`config.mk`:
```
export PLATFORM = sky130hd
export DESIGN_NAME = rca_share_arb
export DESIGN_NICKNAME = d
export VERILOG_FILES = /design/src/rtl/rca_share_arb.sv
export SDC_FILE = /design/constraint.sdc
export NUM_CORES = 1
export LEC_CHECK = 0
export CAP_MARGIN = 20
export CORE_UTILIZATION = 42
export CTS_CLUSTER_SIZE = 10
export DETAILED_ROUTE_END_ITERATION = 7
export PLACE_DENSITY = 0.88
export SKIP_CTS_REPAIR_TIMING = 1
export SYNTH_ARGS = -nofsm -noshare
export SYNTH_HDL_FRONTEND = slang
export SYNTH_HIERARCHICAL = 1
export SYNTH_SLANG_ARGS = --single-unit
```
`constraint.sdc`:
```
create_clock -name clk -period 33.7 [get_ports clk]
set_clock_uncertainty 0.1 [all_clocks]
set_input_delay 6.74 -clock clk [delete_from_list [all_inputs] [get_ports clk]]
set_output_delay 6.74 -clock clk [all_outputs]
set_load 0.03 [all_outputs]
```
`src/rtl/rca_share_arb.sv`:
```
// Two-port arbiter sharing one 32-bit ripple-carry adder; multi-word transactions
// lock the adder to one requester and chain the carry between words.

module RCA32 (
    input  logic [31:0] a,
    input  logic [31:0] b,
    input  logic        cin,
    output logic [31:0] s,
    output logic        cout
);
    logic [32:0] w_c;

    assign w_c[0] = cin;

    genvar gi;
    generate
        for (gi = 0; gi < 32; gi++) begin : g_fa
            assign s[gi]     = a[gi] ^ b[gi] ^ w_c[gi];
            assign w_c[gi+1] = (a[gi] & b[gi]) | (w_c[gi] & (a[gi] ^ b[gi]));
        end
    endgenerate

    assign cout = w_c[32];
endmodule

module rca_share_arb #(
    parameter bit PRIO_FIXED = 1'b0
) (
    input  logic        clk,
    input  logic        rst,
    input  logic        req0_valid,
    output logic        req0_ready,
    input  logic [31:0] req0_a,
    input  logic [31:0] req0_b,
    input  logic        req0_cin,
    input  logic        req0_last,
    input  logic        req1_valid,
    output logic        req1_ready,
    input  logic [31:0] req1_a,
    input  logic [31:0] req1_b,
    input  logic        req1_cin,
    input  logic        req1_last,
    output logic        rsp_valid,
    input  logic        rsp_ready,
    output logic [31:0] rsp_sum,
    output logic        rsp_cout,
    output logic        rsp_id,
    output logic        rsp_last
);
    typedef enum logic [1:0] {
        IDLE  = 2'd0,
        LOCK0 = 2'd1,
        LOCK1 = 2'd2
    } state_t;

    state_t      r_state;
    logic        r_carry;
    logic        r_rr_prev;   // port of the last completed transaction
    logic        r_rsp_valid;
    logic [31:0] r_rsp_sum;
    logic        r_rsp_cout;
    logic        r_rsp_id;
    logic        r_rsp_last;

    logic        w_gnt0;
    logic        w_gnt1;
    logic        w_space;
    logic        w_acc0;
    logic        w_acc1;
    logic        w_acc;
    logic        w_sel;
    logic [31:0] w_a;
    logic [31:0] w_b;
    logic        w_cin;
    logic        w_last;
    logic [31:0] w_sum;
    logic        w_cout;

    always_comb begin
        w_gnt0 = 1'b0;
        w_gnt1 = 1'b0;
        case (r_state)
            IDLE: begin
                // r_rr_prev=1 means port 1 went last, so port 0 is preferred
                if (req0_valid && (!req1_valid || PRIO_FIXED || r_rr_prev))
                    w_gnt0 = 1'b1;
                else if (req1_valid)
                    w_gnt1 = 1'b1;
            end
            LOCK0:   w_gnt0 = 1'b1;
            LOCK1:   w_gnt1 = 1'b1;
            default: ;
        endcase
    end

    // Only the registered rsp_valid gates acceptance, never the next result.
    assign w_space    = !r_rsp_valid || rsp_ready;
    assign req0_ready = rst && w_gnt0 && w_space;
    assign req1_ready = rst && w_gnt1 && w_space;

    assign w_acc0 = req0_valid && req0_ready;
    assign w_acc1 = req1_valid && req1_ready;
    assign w_acc  = w_acc0 || w_acc1;
    assign w_sel  = w_acc1;

    assign w_a    = w_sel ? req1_a    : req0_a;
    assign w_b    = w_sel ? req1_b    : req0_b;
    assign w_last = w_sel ? req1_last : req0_last;
    assign w_cin  = (r_state == IDLE) ? (w_sel ? req1_cin : req0_cin) : r_carry;

    RCA32 u_rca (
        .s    (w_sum),
        .cout (w_cout),
        .a    (w_a),
        .b    (w_b),
        .cin  (w_cin)
    );

    always_ff @(posedge clk) begin
        if (!rst) begin
            r_state     <= IDLE;
            r_carry     <= 1'b0;
            r_rr_prev   <= 1'b1;
            r_rsp_valid <= 1'b0;
            r_rsp_sum   <= 32'd0;
            r_rsp_cout  <= 1'b0;
            r_rsp_id    <= 1'b0;
            r_rsp_last  <= 1'b0;
        end else if (w_acc) begin
            r_rsp_valid <= 1'b1;
            r_rsp_sum   <= w_sum;
            r_rsp_cout  <= w_cout;
            r_rsp_id    <= w_sel;
            r_rsp_last  <= w_last;
            r_carry     <= w_cout;
            if (w_last) begin
                r_state   <= IDLE;
                r_rr_prev <= w_sel;
            end else begin
                r_state   <= w_sel ? LOCK1 : LOCK0;
            end
        end else if (rsp_ready) begin
            r_rsp_valid <= 1'b0;
        end
    end

    assign rsp_valid = r_rsp_valid;
    assign rsp_sum   = r_rsp_sum;
    assign rsp_cout  = r_rsp_cout;
    assign rsp_id    = r_rsp_id;
    assign rsp_last  = r_rsp_last;
endmodule

```
; After elaboration in Yosys (flattened, before gate mapping)
; Index checks and enable logic that the tools add are counted.
[classes]
eq_ne = 2
reduce_logical = 15
muxes = 14
n_bitwise = 160
[ops]
columns = cell, count
row1 = $and A1 B1 Y1, 64
row2 = $mux W32, 2
row3 = $xor A1 B1 Y1, 64
row4 = $or A1 B1 Y1, 32
row5 = $mux W1, 8
row6 = $logic_and A1 B1 Y1, 7
row7 = $mux W2, 2
row8 = $pmux W1 S2, 2
row9 = $logic_or A1 B1 Y1, 3
row10 = $eq A2 B1 Y1 const B, 1
row11 = $eq A2 B2 Y1 const B, 1
row12 = $logic_not A1 Y1, 2
row13 = $logic_not A2 Y1, 1
row14 = $reduce_and A2 Y1, 1
row15 = $reduce_bool A2 Y1, 1
[word_totals]
output_inout_bits = 38
regBits = 39
inputBits = 137
word_cells = 198

; Logic depth before layout (Yosys ltp)
[logic_depth]
ltp_word = 74
depth_mapped = 44
ltp_nobuf = 42

; By module
; The synthesis kept the hierarchy.
[modules_own_cells]
columns = module, instances, area_per_inst_um2, cells_per_inst
row1 = rca_share_arb, 1, 2297.2, 258
row2 = RCA32, 1, 678.2, 42

; Worst setup path after synthesis
; OpenSTA, ideal clock, no wires.
[synth_timing]
path_type = input-to-reg
startpoint = input rsp_ready
endpoint = register r_rsp_sum[31] (netlist: rsp_sum[31])
stages = 43
setup_time_ps = 70
required_ps = 33530
arrival_ps = 20014
path_slack_ps = 13515
path_cell_list = nand2b_1 buf_2 o2111ai_2 buf_2 mux2_2 fa_1 fa_1 fa_1 fa_1 fa_1 fa_1 fa_1 fa_1 fa_1 fa_1 fa_1 fa_1 fa_1 [... 7 more ...] fa_1 fa_1 fa_1 fa_1 fa_1 fa_1 fa_1 fa_1 fa_1 fa_1 fa_1 fa_1 fa_1 inv_1 fa_1 inv_1 nand2_1 a21oi_1
[synth_between]
elab_chain_len = 68
elab_cells_between_ends = 136
[synth_rtl]
columns = element, line_no
row1 = "start, declared", 44  ; input logic rsp_ready,
row2 = $logic_or A1 B1 Y1 *, 97  ; assign w_space = !r_rsp_valid || rsp_ready;
row3 = $logic_and A1 B1 Y1 *, 99  ; assign req1_ready = rst && w_gnt1 && w_space;
row4 = $logic_and A1 B1 Y1 *, 102  ; assign w_acc1 = req1_valid && req1_ready;
row5 = $mux W32 *, 107  ; assign w_b = w_sel ? req1_b : req0_b;
row6 = net w_b[0], 73  ; logic [31:0] w_b;
row7 = $xor A1 B1 Y1, 19  ; assign w_c[gi+1] = (a[gi] & b[gi]) | (w_c[gi] & (a[gi] ^ b[gi]));
row8 = $and A1 B1 Y1, 19
row9 = $or A1 B1 Y1 *, 19
row10 = [... 54 more ...], -
row11 = $and A1 B1 Y1 *, 19
row12 = $or A1 B1 Y1 *, 19
row13 = $and A1 B1 Y1 *, 19
row14 = $or A1 B1 Y1 *, 19
row15 = $and A1 B1 Y1 *, 19
row16 = $or A1 B1 Y1 *, 19
row17 = $xor A1 B1 Y1 *, 18  ; assign s[gi] = a[gi] ^ b[gi] ^ w_c[gi];
row18 = net w_sum[31], 76  ; logic [31:0] w_sum;
row19 = "end signal, assigned", 131  ; r_rsp_sum <= w_sum;
row20 = "end, declared", 60  ; logic [31:0] r_rsp_sum;
; The timed path passes the listed nets; every way through them passes the cells marked *.
; A chain may end at the register's enable or synchronous reset.

; Worst setup path after layout
[layout_timing]
startpoint = input req0_valid
endpoint = register r_rsp_sum[31] (netlist: rsp_sum[31])
[layout_between]
elab_chain_len = 71
elab_cells_between_ends = 142
[layout_rtl]
columns = element, line_no
row1 = "start, declared", 31  ; input logic req0_valid,
row2 = $logic_and A1 B1 Y1 *, 85  ; if (req0_valid && (!req1_valid || PRIO_FIXED || r_rr_prev))
row3 = $mux W1 *, 85
row4 = $pmux W1 S2 *, 82  ; case (r_state)
row5 = $logic_and A1 B1 Y1 * (2 in a row), 99
row6 = $logic_and A1 B1 Y1 *, 102
row7 = $mux W32 *, 106  ; assign w_a = w_sel ? req1_a : req0_a;
row8 = net w_a[0], 72  ; logic [31:0] w_a;
row9 = $xor A1 B1 Y1, 19
row10 = [... 56 more ...], -
row11 = $and A1 B1 Y1 *, 19
row12 = $or A1 B1 Y1 *, 19
row13 = $and A1 B1 Y1 *, 19
row14 = $or A1 B1 Y1 *, 19
row15 = $and A1 B1 Y1 *, 19
row16 = $or A1 B1 Y1 *, 19
row17 = $xor A1 B1 Y1 *, 18
row18 = net w_sum[31], 76
; Marked as above.

==> impl_metrics.json <==
{
  "worst-path-stages": 43,
  "synthDistinctLibCells": 29,
  "ir_worst_vdd_mv": 0.01707,
  "cp_slowest_cell": "buf_4",
  "num_io_pins": 175,
  "worstReg2RegStart": "r_state[1]$_SDFFE_PN0P_",
  "avgSynthCellArea_sq_um": 9.918,
  "min_period_over_period": 0.6415,
  "fmax_ghz": 0.04626,
  "syn_nets": 469,
  "startpoint": "req0_valid",
  "final_common_cell": "clkdlybuf4s50_1",
  "drtPass1Iterations": 4,
  "num-nets-final": 633,
  "die_y_microns": 86.17,
  "drcViolationCount": 0,
  "stdcell_count": 561,
  "synth_top_area_frac": 0.2624,
  "p_leak_uw": 0.001881,
  "dp_hpwl_microns": 6892,
  "syn_inst": 300,
  "hold_viol_final": 0,
  "final.fill_count": 553,
  "period_needed_ps": 21620,
  "fin_area_sq_um": 4838,
  "cp.arrival_ps": 21730,
  "via_per_inst": 4.863,
  "htree_levels": 2,
  "fp.dieW_microns": 86.17,
  "slew_violations": 0,
  "grt-ovfl-total": 0,
  "synthTopCellsByArea": "dfxtp_1 (26%), fa_1 (22%), mux2_2 (20%)",
  "wl_microns": 8503,
  "clock_path_buffers": 2,
  "drive_gt1_frac": 0.1656,
  "cts.reportedPaths.clkPinSlew_ps": 70,
  "powerDensity_nw_per_um2": 33.19,
  "maxUsedRoutingLayer": "met4",
  "detail-route-antenna-nets": 0,
  "finalSetupViolCount": 0,
  "cpLargestDelayFamily": "adder cells",
  "yosysTopAreaCell": "dfxtp_1",
  "seq_area_sq_um": 780.7,
  "routabilityCongestion": 0.8080,
  "initial_core_util": 0.4355,
  "clkSinkCount": 39,
  "r2r_cells": 42,
  "wl_per_cell_microns": 15.16,
  "multi_input_area_sq_um": 2054,
  "rsz0062_at_grt": "false",
  "clockRootBuffer": "clkbuf_8",
  "required_ps": 33810,
  "yosys_register_bits": 39,
  "path_max_fanout": 69,
  "synthesis.area_sq_um": 2975,
  "worstSkewPairLatency_ps": 280,
  "crit_path_start_kind": "input pin",
  "drt-met1-wl_microns": 3159,
  "cts_tree": "built",
  "grt_pass1_wl_microns": 13250,
  "antenna_cells": 0,
  "r2r-end": "rsp_sum[31]$_SDFFE_PN0P_",
  "drtIter0Drc": 96,
  "setup_tns_ps": 0,
  "worst_pin_slew_ps": 1099,
  "vias": 2728,
  "critPathKind": "in -> reg",
  "yosys_warnings": 6,
  "grt.total_usage": 0.2335,
  "core_sq_um": 6832,
  "r2r_setup_slack_ps": 18640,
  "relSlewSlack": 0.2672,
  "maxCapViolCount": 0,
  "grt_pass1_vias": 2754,
  "min_path_type": "reg -> reg",
  "met3_length_microns": 394,
  "grt_max_degree": 70,
  "max_stage_delay_ps": 730,
  "cp_common_cell": "fa_1",
  "status": "finished, final reports clean",
  "cts_made_buffers": 5,
  "cp-endpoint": "rsp_sum[31]$_SDFFE_PN0P_",
  "mostFrequentLayoutCells": "clkdlybuf4s50_1 (174), nand2_1 (70), mux2_2 (54)",
  "layout-area-overhead-vs-synth_pct": 62.62,
  "rows": 30,
  "critPathCaptureType": "flop",
  "port_buffers": 174,
  "place_area_sq_um": 4757,
  "dieArea_sq_um": 7424,
  "synth_seq_area_share": 0.2624,
  "dp_cells": 553,
  "cp_num_buf_inv": 6,
  "dr_wl_met2_microns": 4733,
  "antenna_found_initial": 0
}
## cells in the mapped netlist (all sizes together)
master,number
o2111ai,1
and3,1
mux2,64
buf,16
mux2i,2
dfxtp,39
o211ai,1
nor3b,1
nor2,5
a311oi,1
nor3,3
o211a,1
clkbuf,3
a21oi,40
o31ai,1
o21ai,1
fa,32
and2,1
inv,12
nor2b,2
a2bb2oi,1
nand2b,2
nand2,70
## through the flow
step | total power [uW] | hold slack (ps) | worst slack [ps] | util
CTS | 162.1 | 356.8 | 12080 | 0.7082
detailed placement | 131.9 | 346.3 | 11800 | 0.6963
finish | 160.6 | 354.3 | 12080 | 0.7082
floorplan | 98.08 | 385.2 | 13520 | -
global route | 171.3 | 376.6 | 11590 | 0.7082
global placement | 129.0 | 341.1 | 12140 | 0.6963
## power by group
group,internal (uW),switching (uW)
Sequential,51.3,2.75
Clock,14.5,15.4
Combinational,40.6,36.0
## worst register-to-register path, delay by kind of cell, from the launching register on
kind            cells  cell delay, ps
compound gates      2             340
fa+ha+maj          32           12520
buf+inv             5             990
flops               1             370
mux                 1             450
simple gates        2             230
## worst min-delay path by stage
stage,slack [ps],endpoint,cells after the start,startpoint
2_1_floorplan,390,r_rr_prev$_SDFFE_PN1P_,2,r_rr_prev$_SDFFE_PN1P_
3_3_place_gp,340,rsp_sum[21]$_SDFFE_PN0P_,2,rsp_sum[21]$_SDFFE_PN0P_
3_5_place_dp,350,rsp_sum[20]$_SDFFE_PN0P_,2,rsp_sum[20]$_SDFFE_PN0P_
4_1_cts,360,rsp_sum[20]$_SDFFE_PN0P_,2,rsp_sum[20]$_SDFFE_PN0P_
5_1_grt,380,rsp_sum[0]$_SDFFE_PN0P_,2,rsp_sum[0]$_SDFFE_PN0P_
6_report,350,rsp_sum[8]$_SDFFE_PN0P_,2,rsp_sum[8]$_SDFFE_PN0P_
## logic make-up (layout without fill, tap and decap cells)
logic type      Yosys count  after routing  synth area share
flops                    39             39            0.2624
compound gates           47             47           0.08999
buf+inv                  31            196           0.05088
fa+ha+maj                32             32            0.2153
mux                      66             66            0.2616
simple gates             85             85            0.1199
## flip-flops by register name, indices dropped and copies added (netlist names)
signal,count
rsp_last,1
r_state,2
rsp_cout,1
rsp_sum,32
rsp_valid,1
rsp_id,1
r_rr_prev,1
## layout make-up
cell class	instances	area share
Clock buffer	7	0.01577
Clock inverter	1	0.001034
Inverter	12	0.009310
Multi-Input combinational cell	230	0.4246
Sequential cell	39	0.1614
Tap cell	96	0.02483
Timing Repair Buffer	176	0.3631
## per-layer routing
metal | GRT usage | up-vias
li1 | - | 1329
met1 | 0.2552 | 1298
met2 | 0.4423 | 86
met3 | 0.04716 | 15
met4 | 0.08485 | 0
met5 | 0 | -
(Power assumes the default switching activity.)
